$ cat src/rtl/cv32e40p_wake_ctrl.sv
`default_nettype none
// ============================================================================
//  Module   : cv32e40p_wake_ctrl
//  Purpose  : Cluster-side wake controller for the CV32E40P sleep unit.
//             Observes core_sleep_i, drives the core clock enable, buffers
//             cluster events and gates irq/debug towards the core while its
//             clock is off or still coming back up.
//  Revision : 1.0 - initial release
// ============================================================================
module cv32e40p_wake_ctrl #(
    parameter int NUM_EVT    = 8,   // number of event lines (1..32)
    parameter int WAKE_DELAY = 2    // clock-on cycles before irq/debug resume (0..15)
) (
    input  logic                clk_ungated_i,
    input  logic                rst_n,

    input  logic                core_sleep_i,
    input  logic [NUM_EVT-1:0]  evt_i,
    input  logic [NUM_EVT-1:0]  evt_mask_i,
    input  logic [NUM_EVT-1:0]  evt_clr_i,
    input  logic [31:0]         irq_i,
    input  logic                debug_req_i,

    output logic                pulp_clock_en_o,
    output logic [31:0]         irq_o,
    output logic                debug_req_o,
    output logic [NUM_EVT-1:0]  evt_buf_o,
    output logic                evt_pending_o,
    output logic [31:0]         sleep_cnt_o
);

    // ------------------------------------------------------------------------
    // Constants
    // ------------------------------------------------------------------------
    localparam int          CNT_W     = 4;
    localparam logic [3:0]  WAKE_LOAD = 4'(WAKE_DELAY);
    localparam logic [31:0] CNT_MAX   = 32'hFFFF_FFFF;

    typedef enum logic [1:0] {
        ST_ACTIVE     = 2'd0,
        ST_SLEEP_PEND = 2'd1,
        ST_SLEEP      = 2'd2,
        ST_WAKE       = 2'd3
    } state_e;

    // ------------------------------------------------------------------------
    // State
    // ------------------------------------------------------------------------
    state_e               state_q,     state_d;
    logic [CNT_W-1:0]     wake_cnt_q,  wake_cnt_d;
    logic [NUM_EVT-1:0]   evt_buf_q,   evt_buf_d;
    logic [31:0]          sleep_cnt_q, sleep_cnt_d;

    logic                 wake;
    logic                 fwd_en;

    // ------------------------------------------------------------------------
    // Event buffer: a new event in the same cycle as its clear must survive,
    // so the set term is ORed in after the clear mask.
    // ------------------------------------------------------------------------
    always_comb begin
        evt_buf_d = (evt_buf_q & ~evt_clr_i) | evt_i;
    end

    // Wake looks at the next buffer value so a same-cycle event blocks sleep.
    always_comb begin
        wake = (|(evt_buf_d & evt_mask_i)) | (|irq_i) | debug_req_i;
    end

    // ------------------------------------------------------------------------
    // Next-state and wake-delay counter
    // ------------------------------------------------------------------------
    always_comb begin
        state_d    = state_q;
        wake_cnt_d = wake_cnt_q;
        unique case (state_q)
            ST_ACTIVE: begin
                if (core_sleep_i && !wake) begin
                    state_d = ST_SLEEP_PEND;
                end
            end
            ST_SLEEP_PEND: begin
                // A second quiet cycle is needed before the clock is cut,
                // giving the core one cycle to retract its request.
                if (core_sleep_i && !wake) begin
                    state_d = ST_SLEEP;
                end else begin
                    state_d = ST_ACTIVE;
                end
            end
            ST_SLEEP: begin
                if (wake || !core_sleep_i) begin
                    state_d    = ST_WAKE;
                    wake_cnt_d = WAKE_LOAD;
                end
            end
            ST_WAKE: begin
                // Counter value 0 is the final WAKE cycle, so WAKE lasts
                // WAKE_DELAY+1 cycles with the clock already running.
                if (wake_cnt_q == '0) begin
                    state_d = ST_ACTIVE;
                end else begin
                    wake_cnt_d = wake_cnt_q - 4'd1;
                end
            end
            default: begin
                state_d = ST_ACTIVE;
            end
        endcase
    end

    // Saturating count of cycles spent with the core clock off.
    always_comb begin
        sleep_cnt_d = sleep_cnt_q;
        if ((state_q == ST_SLEEP) && (sleep_cnt_q != CNT_MAX)) begin
            sleep_cnt_d = sleep_cnt_q + 32'd1;
        end
    end

    // State registers with asynchronous active-low reset.
    always_ff @(posedge clk_ungated_i or negedge rst_n) begin
        if (!rst_n) begin
            state_q     <= ST_ACTIVE;
            wake_cnt_q  <= '0;
            evt_buf_q   <= '0;
            sleep_cnt_q <= '0;
        end else begin
            state_q     <= state_d;
            wake_cnt_q  <= wake_cnt_d;
            evt_buf_q   <= evt_buf_d;
            sleep_cnt_q <= sleep_cnt_d;
        end
    end

    // ------------------------------------------------------------------------
    // Outputs. The clock enable and the irq/debug gate are pure decodes of
    // the state register, so a disabled clock always implies gated requests
    // and reset (state forced to ACTIVE) gives pass-through immediately.
    // ------------------------------------------------------------------------
    always_comb begin
        fwd_en          = (state_q == ST_ACTIVE) || (state_q == ST_SLEEP_PEND);
        pulp_clock_en_o = (state_q != ST_SLEEP);
        irq_o           = fwd_en ? irq_i : 32'd0;
        debug_req_o     = fwd_en & debug_req_i;
        evt_buf_o       = evt_buf_q;
        evt_pending_o   = |(evt_buf_q & evt_mask_i);
        sleep_cnt_o     = sleep_cnt_q;
    end

endmodule
`default_nettype wire

$ cat config.mk
export PLATFORM = sky130hd
export DESIGN_NAME = cv32e40p_wake_ctrl
export DESIGN_NICKNAME = d
export VERILOG_FILES = /design/src/rtl/cv32e40p_wake_ctrl.sv
export SDC_FILE = /design/constraint.sdc
export NUM_CORES = 1
export LEC_CHECK = 0
export CAP_MARGIN = 30
export CORE_MARGIN = 8
export CORE_UTILIZATION = 44
export DETAILED_ROUTE_END_ITERATION = 10
export GPL_ROUTABILITY_DRIVEN = 1
export PLACE_DENSITY = 0.95
export SKIP_LAST_GASP = 1
export SLEW_MARGIN = 40
export SYNTH_ARGS = -nofsm -noshare
export SYNTH_HDL_FRONTEND = slang
export SYNTH_SLANG_ARGS = --single-unit
$ cat constraint.sdc
create_clock -name clk_ungated_i -period 5.4 [get_ports clk_ungated_i]
set_clock_uncertainty 0.15 [all_clocks]
set_input_delay 1.08 -clock clk_ungated_i [delete_from_list [all_inputs] [get_ports clk_ungated_i]]
set_output_delay 1.08 -clock clk_ungated_i [all_outputs]
set_load 0.03 [all_outputs]
==> metrics.md <==
| Metric | Value |
|---|---|
| Detailed Routing Iterations Pass 1 | `4` |
| Vias per cell | `5.364` |
| Cell Chain, Critical Path | `clkdlybuf4s50_1 -> a22oi_1 -> nand4_1 -> clkdlybuf4s50_1` |
| Post-Route WL | `8727 um` |
| Leak | `1.775 nW` |
| Final ANT Viol Nets | `0` |
| H-tree Lvls | `2` |
| Final setup fails | `0` |
| Syn. warnings | `0` |
| Data arrival, critical path | `2.46 ns` |
| Max Cap Violations | `0` |
| CP Data Required Time | `4.17 ns` |
| DIE AREA | `8882 um^2` |
| First-pass GRT wire length | `13,480 um` |
| Min cycle time layout | `3.690 ns` |
| Final hold vios | `0` |
| Area grow syn2layout | `55.27%` |
| Vias in the first global route | `2,565` |
| Detailed Place HPWL | `7044 um` |
| Type of origin of the critical path | `input pin` |
| Placed Area | `4088 um^2` |
| Post-Syn Nets | `338` |
| DRC viols | `0` |
| Cell Pwr Density | `173.4 nW/um^2` |
| Commonest non-fill, non-tap cells in the layout | `133 x clkdlybuf4s50_1, 46 x dfrtp_1, 41 x nor2b_1` |
| CTS Hold Bufs | `0` |
| Starting density of the core | `45.50%` |
| Fmax | `0.2710 GHz` |
| CP top delay family | `buffers and inverters` |
| CTS tree | `done` |
| Gr ovfl total | `0` |
| Worst Setup End Kind | `output pin` |
| Number of core rows | `28` |
| Ant. Diodes | `0` |
| Worst path max stage delay | `0.61 ns` |
| RSZ-0062 raised after global routing | `no` |
| CTS Buf Count | `5` |
| Critical-path top delay cell | `clkdlybuf4s50_1` |
| Tot Pwr | `0.0007253 W` |
| Rel. slew slack | `50.07%` |
| Max-slew violations | `0` |
| Post-Place Worst Slack | `1.707 ns` |
| Worst path bufs/invs | `2` |
| Commonest non-fill, non-tap cell in the layout | `clkdlybuf4s50_1` |
| Pin count of the biggest net entering global routing | `47` |
| Core Box Area | `5921 um^2` |
| Initial antenna violation count | `0` |
| Netlist cell types | `45` |
| Mapped Cells | `275` |
| WL/cell | `18.03 um` |
| Total number of vias | `2,596` |
| Clock Pin Slew Worst Setup and Hold Paths | `0.09 ns` |
| HP Class | `reg2reg` |
| Die Y | `94.25 um` |
| Tcrit/Tclk final | `68.34%` |
| Critical path type | `in2out` |
| Synth area leader | `dfrtp_1` |
| Largest cells by area after synthesis | `dfrtp_1 43%, nor2b_1 9.5%, xor2_1 5.2%, xnor2_1 4.6%, nand3_1 3.7%` |
| Area fraction of the dominant cell type after synthesis | `42.73%` |
| CTS sink count | `46` |
| Critical path's most frequent cell | `clkdlybuf4s50_1` |
| I/O pin total | `135` |
| Gr usage total | `19.30%` |
| Layout cell share with drive strength beyond 1 | `8.068%` |
| VDD IR max | `0.0001791 V` |
| Fin worst setup slack | `1.710 ns` |
| Post-route setup TNS | `0 ns` |
| # Post-CTS Setup Buffers | `0` |
| Gpl congestion | `0.8316` |
| Worst-Margin Slew | `0.7396 ns` |
| Seq/Total Area, Yosys | `42.73%` |
| Cell area after layout | `4183 um^2` |
| Outcome | `completed` |
| CP Max Fanout | `2` |
| Core Util, Final | `70.65%` |
| Number of port buffers | `134` |
| Chip Width | `94.25 um` |
| # resized after CTS | `0` |
| Post-Syn Area | `2694 um^2` |
| Final net count | `471` |
| Root Buffer | `clkbuf_8` |
| Clock buffer depth | `2` |
| FF+latch count, synth | `46` |
| Initial drt markers | `127` |
| Avg Inst Size Synth | `9.796 um^2` |
| Clk_lat worst skew | `0.30 ns` |
final timing paths:
check                                              to  slack, ns       startpoint  cells past startpoint
setup reg to reg                       sleep_cnt_o[1]       2.92  sleep_cnt_o[21]                      5
setup / recovery                        evt_pending_o       1.71    evt_mask_i[3]                      4
max in group asynchronous  asynchronous set/reset pin       4.09            rst_n                      1
hold / removal                        sleep_cnt_o[20]       0.35  sleep_cnt_o[20]                      1
min in group asynchronous             sleep_cnt_o[28]       0.62            rst_n                      1
hold reg to reg                       sleep_cnt_o[20]       0.35  sleep_cnt_o[20]                      1
cells by family after synthesis:
logic type	after synthesis	share of synthesized area (%)
xor gates and xnor gates	30	9.754
DFF	46	42.73
and+or+nand+nor	154	36.37
buffers and inverters	14	2.415
muxes	3	1.208
AOI/OAI and AO/OA	25	6.131
adders and majority gates	3	1.394
power by group:
part | internal (W) | switching [W] | leakage [nW]
Combinational | 0.0000791 | 0.0000710 | 1.11
Sequential | 0.000348 | 0.00000317 | 0.612
Clock | 0.000106 | 0.000118 | 0.0489
stage by stage:
stage                     cells  hold WS, ns
after floorplan             275       0.3478
after global placement      476       0.3368
after detailed placement    476       0.3428
after CTS                   484       0.3553
after global routing        484       0.3625
final                       484       0.3530
cell usage after synthesis:
library cell  instances
nand4b_1              1
o31a_1                2
and4_1                1
buf_4                 2
nand2_1              14
nand2b_1              1
or3_1                 1
a21oi_1               3
a31oi_1               1
nor4_1                5
dfrtp_1              46
nor2_1               10
o311a_1               1
mux2i_1               1
nor4_2                4
and4_4                1
nor3_2                3
nand3_1              20
xor2_1               16
ha_1                  3
a21o_1                2
nand3b_1              1
mux2_2                2
inv_1                 5
or2_2                 7
nor4_4                2
and3_1               11
clkbuf_1              3
buf_2                 4
o21ai_0               9
or4_1                 2
o311ai_0              1
and2_1                1
nor3_1                8
nand4_1              14
xnor2_1              14
nor2_2                1
nor3b_2               1
nand3_4               1
a22oi_1               4
nor4b_2               1
nor3b_1               1
a211o_1               2
nor2b_1              41
nand3_2               1
final cells by class:
cell class,count,area (um^2)
clock buffers,7,86.33
clock inverters,1,8.758
multi-input cells,215,1478
repair buffers,135,1346
inverters,5,18.77
fillers,453,1738
well taps,75,93.84
flip-flops and latches,46,1151
state kept, by name (all words and copies together), names as in the netlist, named ones only:
register,cells
sleep_cnt_o,32
state_q,1
wake_cnt_q,4
evt_buf_o,8
metal layers:
metal  up-vias  GRT usage (%)  wire, um
met1      1272          22.30      3631
li1       1252              -         -
met5         -              0         0
met2        62          35.05      4562
met4         0          5.020       114
met3        10          3.837       418
(Power assumes the default switching activity.)
